$ cat config.mk
export PLATFORM = sky130hd
export DESIGN_NAME = fsm_stim_sequencer_flat
export DESIGN_NICKNAME = d
export VERILOG_FILES = /design/src/rtl/fsm_stim_sequencer_pkg.sv /design/src/rtl/fsm_stim_sequencer_if.sv /design/src/rtl/fsm_stim_sequencer_compare.sv /design/src/rtl/fsm_stim_sequencer.sv /design/src/flat_wrapper.sv
export SDC_FILE = /design/constraint.sdc
export NUM_CORES = 1
export LEC_CHECK = 0
export ABC_CLOCK_PERIOD_IN_PS = 2400
export CAP_MARGIN = 15
export CORE_MARGIN = 1.5
export CORE_UTILIZATION = 57
export DETAILED_ROUTE_END_ITERATION = 6
export PLACE_DENSITY = 0.81
export REMOVE_ABC_BUFFERS = 1
export SYNTH_ARGS = -nofsm -noshare
export SYNTH_HDL_FRONTEND = slang
export SYNTH_SLANG_ARGS = --single-unit
$ cat constraint.sdc
create_clock -name clk -period 2.4 [get_ports clk]
set_input_delay 0.72 -clock clk [delete_from_list [all_inputs] [get_ports clk]]
set_output_delay 0.72 -clock clk [all_outputs]
set_load 0.005 [all_outputs]
$ cat src/rtl/fsm_stim_sequencer_pkg.sv
// Shared definitions for the FSM stimulus sequencer: sequencer state encoding,
// widths of the FSM-under-test buses and the program word field layout.
package fsm_stim_sequencer_pkg;

  localparam int A_W = 2;
  localparam int S_W = 3;

  localparam logic [1:0] IDLE = 2'd0;
  localparam logic [1:0] FRST = 2'd1;
  localparam logic [1:0] RUN  = 2'd2;
  localparam logic [1:0] DONE = 2'd3;

  typedef enum logic [1:0] {
    ST_IDLE = IDLE,
    ST_FRST = FRST,
    ST_RUN  = RUN,
    ST_DONE = DONE
  } state_e;

  // Program word is {a_code, hold_count}; the hold field sits at the bottom.
  localparam int HOLD_LSB = 0;

  function automatic int a_lsb(input int cnt_w);
    return HOLD_LSB + cnt_w;
  endfunction

endpackage

$ cat src/rtl/fsm_stim_sequencer_if.sv
// Bus between the stimulus sequencer (slave side) and whoever programs it and
// hosts the three FSM variants (master side).
interface fsm_stim_sequencer_if
  import fsm_stim_sequencer_pkg::*;
#(
  parameter int DEPTH = 8,
  parameter int CNT_W = 4
);
  localparam int ADDR_W = $clog2(DEPTH);

  logic                  prog_we;
  logic [ADDR_W-1:0]     prog_addr;
  logic [A_W+CNT_W-1:0]  prog_data;
  logic [ADDR_W:0]       len;
  logic                  start;
  logic [S_W-1:0]        s_mem;
  logic [S_W-1:0]        s_case;
  logic [S_W-1:0]        s_gate;
  logic [A_W-1:0]        a_out;
  logic                  fsm_rst_n;
  logic                  busy;
  logic                  done;
  logic                  mismatch;
  logic [7:0]            mismatch_step;
  logic [S_W-1:0]        last_s;

  modport master (
    output prog_we, prog_addr, prog_data, len, start, s_mem, s_case, s_gate,
    input  a_out, fsm_rst_n, busy, done, mismatch, mismatch_step, last_s
  );

  modport slave (
    input  prog_we, prog_addr, prog_data, len, start, s_mem, s_case, s_gate,
    output a_out, fsm_rst_n, busy, done, mismatch, mismatch_step, last_s
  );

endinterface

$ cat src/rtl/fsm_stim_sequencer_compare.sv
// Lockstep equality of three equally wide buses.
module triple_compare
  import fsm_stim_sequencer_pkg::*;
#(
  parameter int W = S_W
) (
  input  logic [W-1:0] a,
  input  logic [W-1:0] b,
  input  logic [W-1:0] c,
  output logic         eq
);

  assign eq = (a == b) && (b == c);

endmodule

$ cat src/rtl/fsm_stim_sequencer.sv
// Plays a stored (a_code, hold) program onto three FSM variants after resetting
// them, and flags the first run cycle where their outputs disagree.
module fsm_stim_sequencer
  import fsm_stim_sequencer_pkg::*;
#(
  parameter int DEPTH = 8,
  parameter int CNT_W = 4
) (
  input logic                 clk,
  input logic                 rst,
  fsm_stim_sequencer_if.slave bus
);

  localparam int ADDR_W = $clog2(DEPTH);
  localparam int LEN_W  = ADDR_W + 1;
  localparam int PROG_W = A_W + CNT_W;
  localparam int A_LSB  = a_lsb(CNT_W);

  state_e              state_q, state_d;
  logic [PROG_W-1:0]   mem_q [DEPTH];
  logic [PROG_W-1:0]   mem_d [DEPTH];
  logic [LEN_W-1:0]    len_q, len_d;
  logic [ADDR_W-1:0]   ptr_q, ptr_d;
  logic [CNT_W-1:0]    hold_q, hold_d;
  logic [7:0]          step_q, step_d;
  logic                busy_q, busy_d;
  logic                done_q, done_d;
  logic                mismatch_q, mismatch_d;
  logic [7:0]          mismatch_step_q, mismatch_step_d;
  logic [S_W-1:0]      last_s_q, last_s_d;

  logic [PROG_W-1:0]   cur_entry;
  logic [A_W-1:0]      cur_a;
  logic [CNT_W-1:0]    cur_hold;
  logic                hold_done;
  logic                last_entry;
  logic                cmp_en;
  logic                s_eq;

  assign cur_entry  = mem_q[ptr_q];
  assign cur_a      = cur_entry[A_LSB +: A_W];
  assign cur_hold   = cur_entry[HOLD_LSB +: CNT_W];
  assign hold_done  = (hold_q == cur_hold);
  assign last_entry = ({1'b0, ptr_q} == (len_q - LEN_W'(1)));

  // The first RUN cycle still shows the freshly reset FSMs, so it is skipped.
  assign cmp_en = ((state_q == ST_RUN) && (step_q != 8'd0)) || (state_q == ST_DONE);

  triple_compare #(.W(S_W)) u_cmp (
    .a  (bus.s_mem),
    .b  (bus.s_case),
    .c  (bus.s_gate),
    .eq (s_eq)
  );

  always_comb begin
    state_d         = state_q;
    mem_d           = mem_q;
    len_d           = len_q;
    ptr_d           = ptr_q;
    hold_d          = hold_q;
    step_d          = step_q;
    mismatch_d      = mismatch_q;
    mismatch_step_d = mismatch_step_q;
    last_s_d        = last_s_q;

    if (bus.prog_we && (state_q == ST_IDLE)) begin
      mem_d[bus.prog_addr] = bus.prog_data;
    end

    case (state_q)
      ST_IDLE: begin
        if (bus.start) begin
          state_d         = ST_FRST;
          len_d           = bus.len;
          ptr_d           = '0;
          hold_d          = '0;
          step_d          = '0;
          mismatch_d      = 1'b0;
          mismatch_step_d = '0;
          last_s_d        = '0;
        end
      end
      ST_FRST: begin
        state_d = (len_q == '0) ? ST_DONE : ST_RUN;
      end
      ST_RUN: begin
        step_d = (step_q == 8'hFF) ? step_q : step_q + 8'd1;
        if (hold_done) begin
          hold_d = '0;
          if (last_entry) begin
            state_d = ST_DONE;
          end else begin
            ptr_d = ptr_q + ADDR_W'(1);
          end
        end else begin
          hold_d = hold_q + CNT_W'(1);
        end
      end
      ST_DONE: begin
        state_d = ST_IDLE;
      end
      default: begin
        state_d = ST_IDLE;
      end
    endcase

    if (cmp_en) begin
      last_s_d = bus.s_case;
      if (!s_eq && !mismatch_q) begin
        mismatch_d      = 1'b1;
        mismatch_step_d = step_q;
      end
    end

    busy_d = (state_d != ST_IDLE);
    done_d = (state_d == ST_DONE);
  end

  always_ff @(posedge clk or negedge rst) begin
    if (!rst) begin
      state_q         <= ST_IDLE;
      mem_q           <= '{default: '0};
      len_q           <= '0;
      ptr_q           <= '0;
      hold_q          <= '0;
      step_q          <= '0;
      busy_q          <= 1'b0;
      done_q          <= 1'b0;
      mismatch_q      <= 1'b0;
      mismatch_step_q <= '0;
      last_s_q        <= '0;
    end else begin
      state_q         <= state_d;
      mem_q           <= mem_d;
      len_q           <= len_d;
      ptr_q           <= ptr_d;
      hold_q          <= hold_d;
      step_q          <= step_d;
      busy_q          <= busy_d;
      done_q          <= done_d;
      mismatch_q      <= mismatch_d;
      mismatch_step_q <= mismatch_step_d;
      last_s_q        <= last_s_d;
    end
  end

  // rst is folded in so the FSM variants are held in reset alongside us.
  assign bus.fsm_rst_n     = rst && (state_q != ST_FRST);
  assign bus.a_out         = (state_q == ST_RUN) ? cur_a : '0;
  assign bus.busy          = busy_q;
  assign bus.done          = done_q;
  assign bus.mismatch      = mismatch_q;
  assign bus.mismatch_step = mismatch_step_q;
  assign bus.last_s        = last_s_q;

endmodule

$ cat src/flat_wrapper.sv
// flat-port wrapper written by rule: the top's interface ports become plain ports
module fsm_stim_sequencer_flat import fsm_stim_sequencer_pkg::*;
#(
  parameter int DEPTH = 8,
  parameter int CNT_W = 4
)
  (clk, rst, bus_prog_we, bus_prog_addr, bus_prog_data, bus_len, bus_start, bus_s_mem, bus_s_case, bus_s_gate, bus_a_out, bus_fsm_rst_n, bus_busy, bus_done, bus_mismatch, bus_mismatch_step, bus_last_s);
  fsm_stim_sequencer_if #(.DEPTH(DEPTH), .CNT_W(CNT_W)) bus_i ();
  input logic clk;
  input logic rst;
  input wire logic [$bits(bus_i.prog_we)-1:0] bus_prog_we;
  input wire logic [$bits(bus_i.prog_addr)-1:0] bus_prog_addr;
  input wire logic [$bits(bus_i.prog_data)-1:0] bus_prog_data;
  input wire logic [$bits(bus_i.len)-1:0] bus_len;
  input wire logic [$bits(bus_i.start)-1:0] bus_start;
  input wire logic [$bits(bus_i.s_mem)-1:0] bus_s_mem;
  input wire logic [$bits(bus_i.s_case)-1:0] bus_s_case;
  input wire logic [$bits(bus_i.s_gate)-1:0] bus_s_gate;
  output wire logic [$bits(bus_i.a_out)-1:0] bus_a_out;
  output wire logic [$bits(bus_i.fsm_rst_n)-1:0] bus_fsm_rst_n;
  output wire logic [$bits(bus_i.busy)-1:0] bus_busy;
  output wire logic [$bits(bus_i.done)-1:0] bus_done;
  output wire logic [$bits(bus_i.mismatch)-1:0] bus_mismatch;
  output wire logic [$bits(bus_i.mismatch_step)-1:0] bus_mismatch_step;
  output wire logic [$bits(bus_i.last_s)-1:0] bus_last_s;
  assign bus_i.prog_we = bus_prog_we;
  assign bus_i.prog_addr = bus_prog_addr;
  assign bus_i.prog_data = bus_prog_data;
  assign bus_i.len = bus_len;
  assign bus_i.start = bus_start;
  assign bus_i.s_mem = bus_s_mem;
  assign bus_i.s_case = bus_s_case;
  assign bus_i.s_gate = bus_s_gate;
  assign bus_a_out = bus_i.a_out;
  assign bus_fsm_rst_n = bus_i.fsm_rst_n;
  assign bus_busy = bus_i.busy;
  assign bus_done = bus_i.done;
  assign bus_mismatch = bus_i.mismatch;
  assign bus_mismatch_step = bus_i.mismatch_step;
  assign bus_last_s = bus_i.last_s;
  fsm_stim_sequencer #(.DEPTH(DEPTH), .CNT_W(CNT_W)) u_core (.clk(clk), .rst(rst), .bus(bus_i));
endmodule
==> impl_metrics.yaml, run 1 <==
critical_path:
  r2r_end: "u_core.hold_q[2]$_DFFE_PN0P_"
  start_kind: "register"
  worstPathRequired_ns: 1.68
  cp-startpoint: "u_core.ptr_q[0]$_DFFE_PN0P_"
  crit_fanout: 3
  r2r_cells: 8
  critical_path_class: "reg2out"
  worst-path-buf-inv: 2
  arrival_ns: 1.71
  cpPeakStageDelay_ns: 0.49
  cpMaxStageDelayCell: "mux4_2"
  crit_family: "multiplexers"
  timing.rr.start: "u_core.ptr_q[1]$_DFFE_PN0P_"
  rrSetupSlack_ns: 0.05
  worstPathCellList: "buf_6 -> mux4_2 -> mux2i_1 -> nor2_1 -> buf_2"
  crit_cells: 5
  critPathCaptureType: "output pin"
  critical_path.endpoint: "bus_a_out[1]"
run_status:
  violations: "negative setup slack"
  status: "finished, violations left"
logic_synthesis:
  ys.warnings.count: 0
  synth.avg_cell_area_um2: 12.0
  syn_area_um2: 4100
  synth_area_leader_cell: "dfrtp_1"
  ys.flop_type: "dfrtp_1"
  synth_cells: 343
  async_reset_ff_share_pct: 100
  synth.distinct_cells: 43
  synth_seq_cells: 83
  synth_top_area_share_pct: 50.6
  ys_seq_area_share_pct: 50.6
  synthTopCellsByArea: "dfrtp_1 51%, mux2_2 14%, mux4_2 4.4%"
  synth_most_common_cell: "dfrtp_1"
  synth_edf_count: 0
  ys_top_cells_by_count: "83 x dfrtp_1, 52 x mux2_2, 31 x nand2_1"
floorplan:
  die_x_um: 87.9
  ios: 43
  dieArea_um2: 7720
  initial_core_util_pct: 59.7
  core_area_um2: 6870
  die_h_um: 87.9
  std_cell_rows: 30
timing:
  drv_slew: 0
  hold_viol: 0
  setup_violations: 2
  slew_headroom_pct: 31.5
  fin_crit_sh_pct: 101
  min_period_ns: 2.43
  tightest_slew_ns: 1.03
  fmax_mhz: 412
  rsz0062_at_grt: "true"
  finalClockSkew_ns: 0.00706
  final.setup.worst_slack_ns: -0.0293
route:
  route.detailed.drc: 0
  vias: 3046
  wl_met1_um: 3700
  wl_met3_um: 426
  drt_iter0_drc: 119
  routed_wirelength_um: 8910
  via_per_inst: 5.77
  wl_per_cell_um: 16.9
  firstDrtPassIters: 4
  route.met2.wl_um: 4530
  dr.max_layer_used: "met4"
  antenna_left: 0
layout:
  syn2layout_area_growth_pct: 26.2
  nets: 462
  fin_area_um2: 5180
  antenna_cells: 0
  drive_above_1_share_pct: 32.2
clock_network:
  clockBufferDepth: 2
  clock_sinks: 83
  h-tree-depth: 3
  cts_inserted_buffers: 9
  worstSkewPairLatency_ns: 0.36
  cts_tree: "yes"
  cts-root-buf: "clkbuf_8"
  path_clk_slew_ns: 0.08
global_routing:
  grtUsageTotal_pct: 25.8
  grt_start_max_net_pins: 84
  first_global_vias: 3147
  antenna_found_initial: 0
  grt_pass1_wl_um: 14800
  grt.overflow.total: 0
power_and_ir_drop:
  pwr_density_cell_nw_per_um2: 1170
  p_seq_share_pct: 38.4
  internal-power_mw: 3.95
  switching_power_mw: 2.13
  pwr-share-comb_pct: 44.7
  pwr-share-clk_pct: 16.9
  ir_drop_uv: 715
  p_sw_share_pct: 35.0
  p_leak_nw: 2.24
place:
  pre_cts_ws_ns: -0.0673
  place.gp.congestion: 0.804
  io_buffers: 42
  dpl.hpwl_um: 6120
  place_area_um2: 4870
run:
  drv_cap: 0
worst_hold_path:
  hp-class: "reg2reg"
## sequential cells by signal, summed over array words and instances (netlist names)
| name | count |
|---|---|
| u_core.step_q | 8 |
| u_core.len_q | 4 |
| u_core.bus.last_s | 3 |
| u_core.bus.mismatch | 1 |
| u_core.ptr_q | 3 |
| u_core.state_q | 2 |
| u_core.bus.done | 1 |
| u_core.bus.mismatch_step | 8 |
| u_core.hold_q | 4 |
| u_core.mem_q | 48 |
| u_core.bus.busy | 1 |
## power groups by stage
stage	Combinational [mW]	Clock (mW)	Sequential [mW]
after CTS	2.54	1.05	2.32
final	2.72	1.03	2.33
after global routing	2.96	1.11	2.40
after global placement	2.37	0	2.33
after floorplan	1.57	0	2.29
after detailed placement	2.47	0	2.37
## layer usage
layer	GRT usage (%)	vias up
met1	31.1	1527
met3	4.43	21
li1	-	1407
met2	44.6	91
met4	13.1	0
met5	0	-
## cell families (layout without fill, tap and decap cells)
kind of cell | count (synthesis) | in the layout | synth area share (%)
DFF | 83 | 83 | 50.6
xor gates and xnor gates | 11 | 11 | 2.53
buffers and inverters | 23 | 112 | 2.47
adders and majority gates | 9 | 9 | 2.74
muxes | 74 | 74 | 22.1
AOI/OAI and AO/OA | 42 | 42 | 7.47
and+or+nand+nor | 101 | 101 | 12.1
## layout make-up
class	instances	area [um^2]
Clock buffer	11	141
Clock inverter	5	61.3
Fill cell	476	1690
Inverter	11	41.3
Multi-Input combinational cell	237	1980
Sequential cell	83	2080
Tap cell	96	120
Timing Repair Buffer	85	758
## worst reg2reg max path, delay by kind of cell (launching register included)
| kind | cells | cell delay, ns |
|---|---|---|
| flops | 1 | 0.42 |
| simple gates | 1 | 0.05 |
| mux | 2 | 0.72 |
| buf+inv | 2 | 0.37 |
| compound gates | 2 | 0.56 |
| xor+xnor | 1 | 0.12 |
## timing repair
action	in CTS	in global routing
hold buffers	0	0
endpoints found under the setup margin	4	13
setup buffers	5	2
resized for setup	12	12
cloned	0	0
hold endpoints to repair	0	0
pin swaps	2	6
## per-stage QoR
step                hold WS [ns]  instances  util [%]  total power, mW  setup TNS [ns]
global placement           0.483        506      70.9             4.70               0
detailed placement         0.491        506      70.9             4.84          -0.476
global route               0.523        528      75.4             6.47          -0.365
floorplan                  0.424        331         -             3.86               0
CTS                        0.512        527      74.4             5.91         -0.0185
finish                     0.511        528      75.4             6.08         -0.0296
## cell usage in the layout (no fill, tap or decap), drive strengths merged, types with 3 or more instances in the layout
cell and n:
mux2 52, buf 46, nand2 31, nor2 21, a31o 3, nand3b 4, dfrtp 83, a21oi 7
or3 7, o21ai 16, nor2b 4, nand3 16, ha 9, clkbuf 11, mux4 8, clkinvlp 3
xor2 4, xnor2 7, nand4 4, mux2i 14, inv 12, nor3 5, clkdlybuf4s50 39
## worst min-delay path by stage
stage                                                start                          endpoint  cells after the start
after floorplan                                        rst         u_core.bus.busy$_DFF_PN0_                      0
after global placement    u_core.bus.last_s[2]$_DFFE_PN0P_  u_core.bus.last_s[2]$_DFFE_PN0P_                      2
after detailed placement      u_core.mem_q[15]$_DFFE_PN0P_      u_core.mem_q[15]$_DFFE_PN0P_                      1
after CTS                     u_core.mem_q[21]$_DFFE_PN0P_      u_core.mem_q[21]$_DFFE_PN0P_                      1
after global routing          u_core.mem_q[39]$_DFFE_PN0P_      u_core.mem_q[39]$_DFFE_PN0P_                      1
final                         u_core.mem_q[21]$_DFFE_PN0P_      u_core.mem_q[21]$_DFFE_PN0P_                      1
No activity file was read; power rests on OpenSTA's default activity.
==> inputs of run 2 (changes only) <==
Settings changed: HOLD_SLACK_MARGIN set to 0.02.
==> results of run 2 <==
Same layout as run 1: the final DEF is identical, and so are final timing and power.
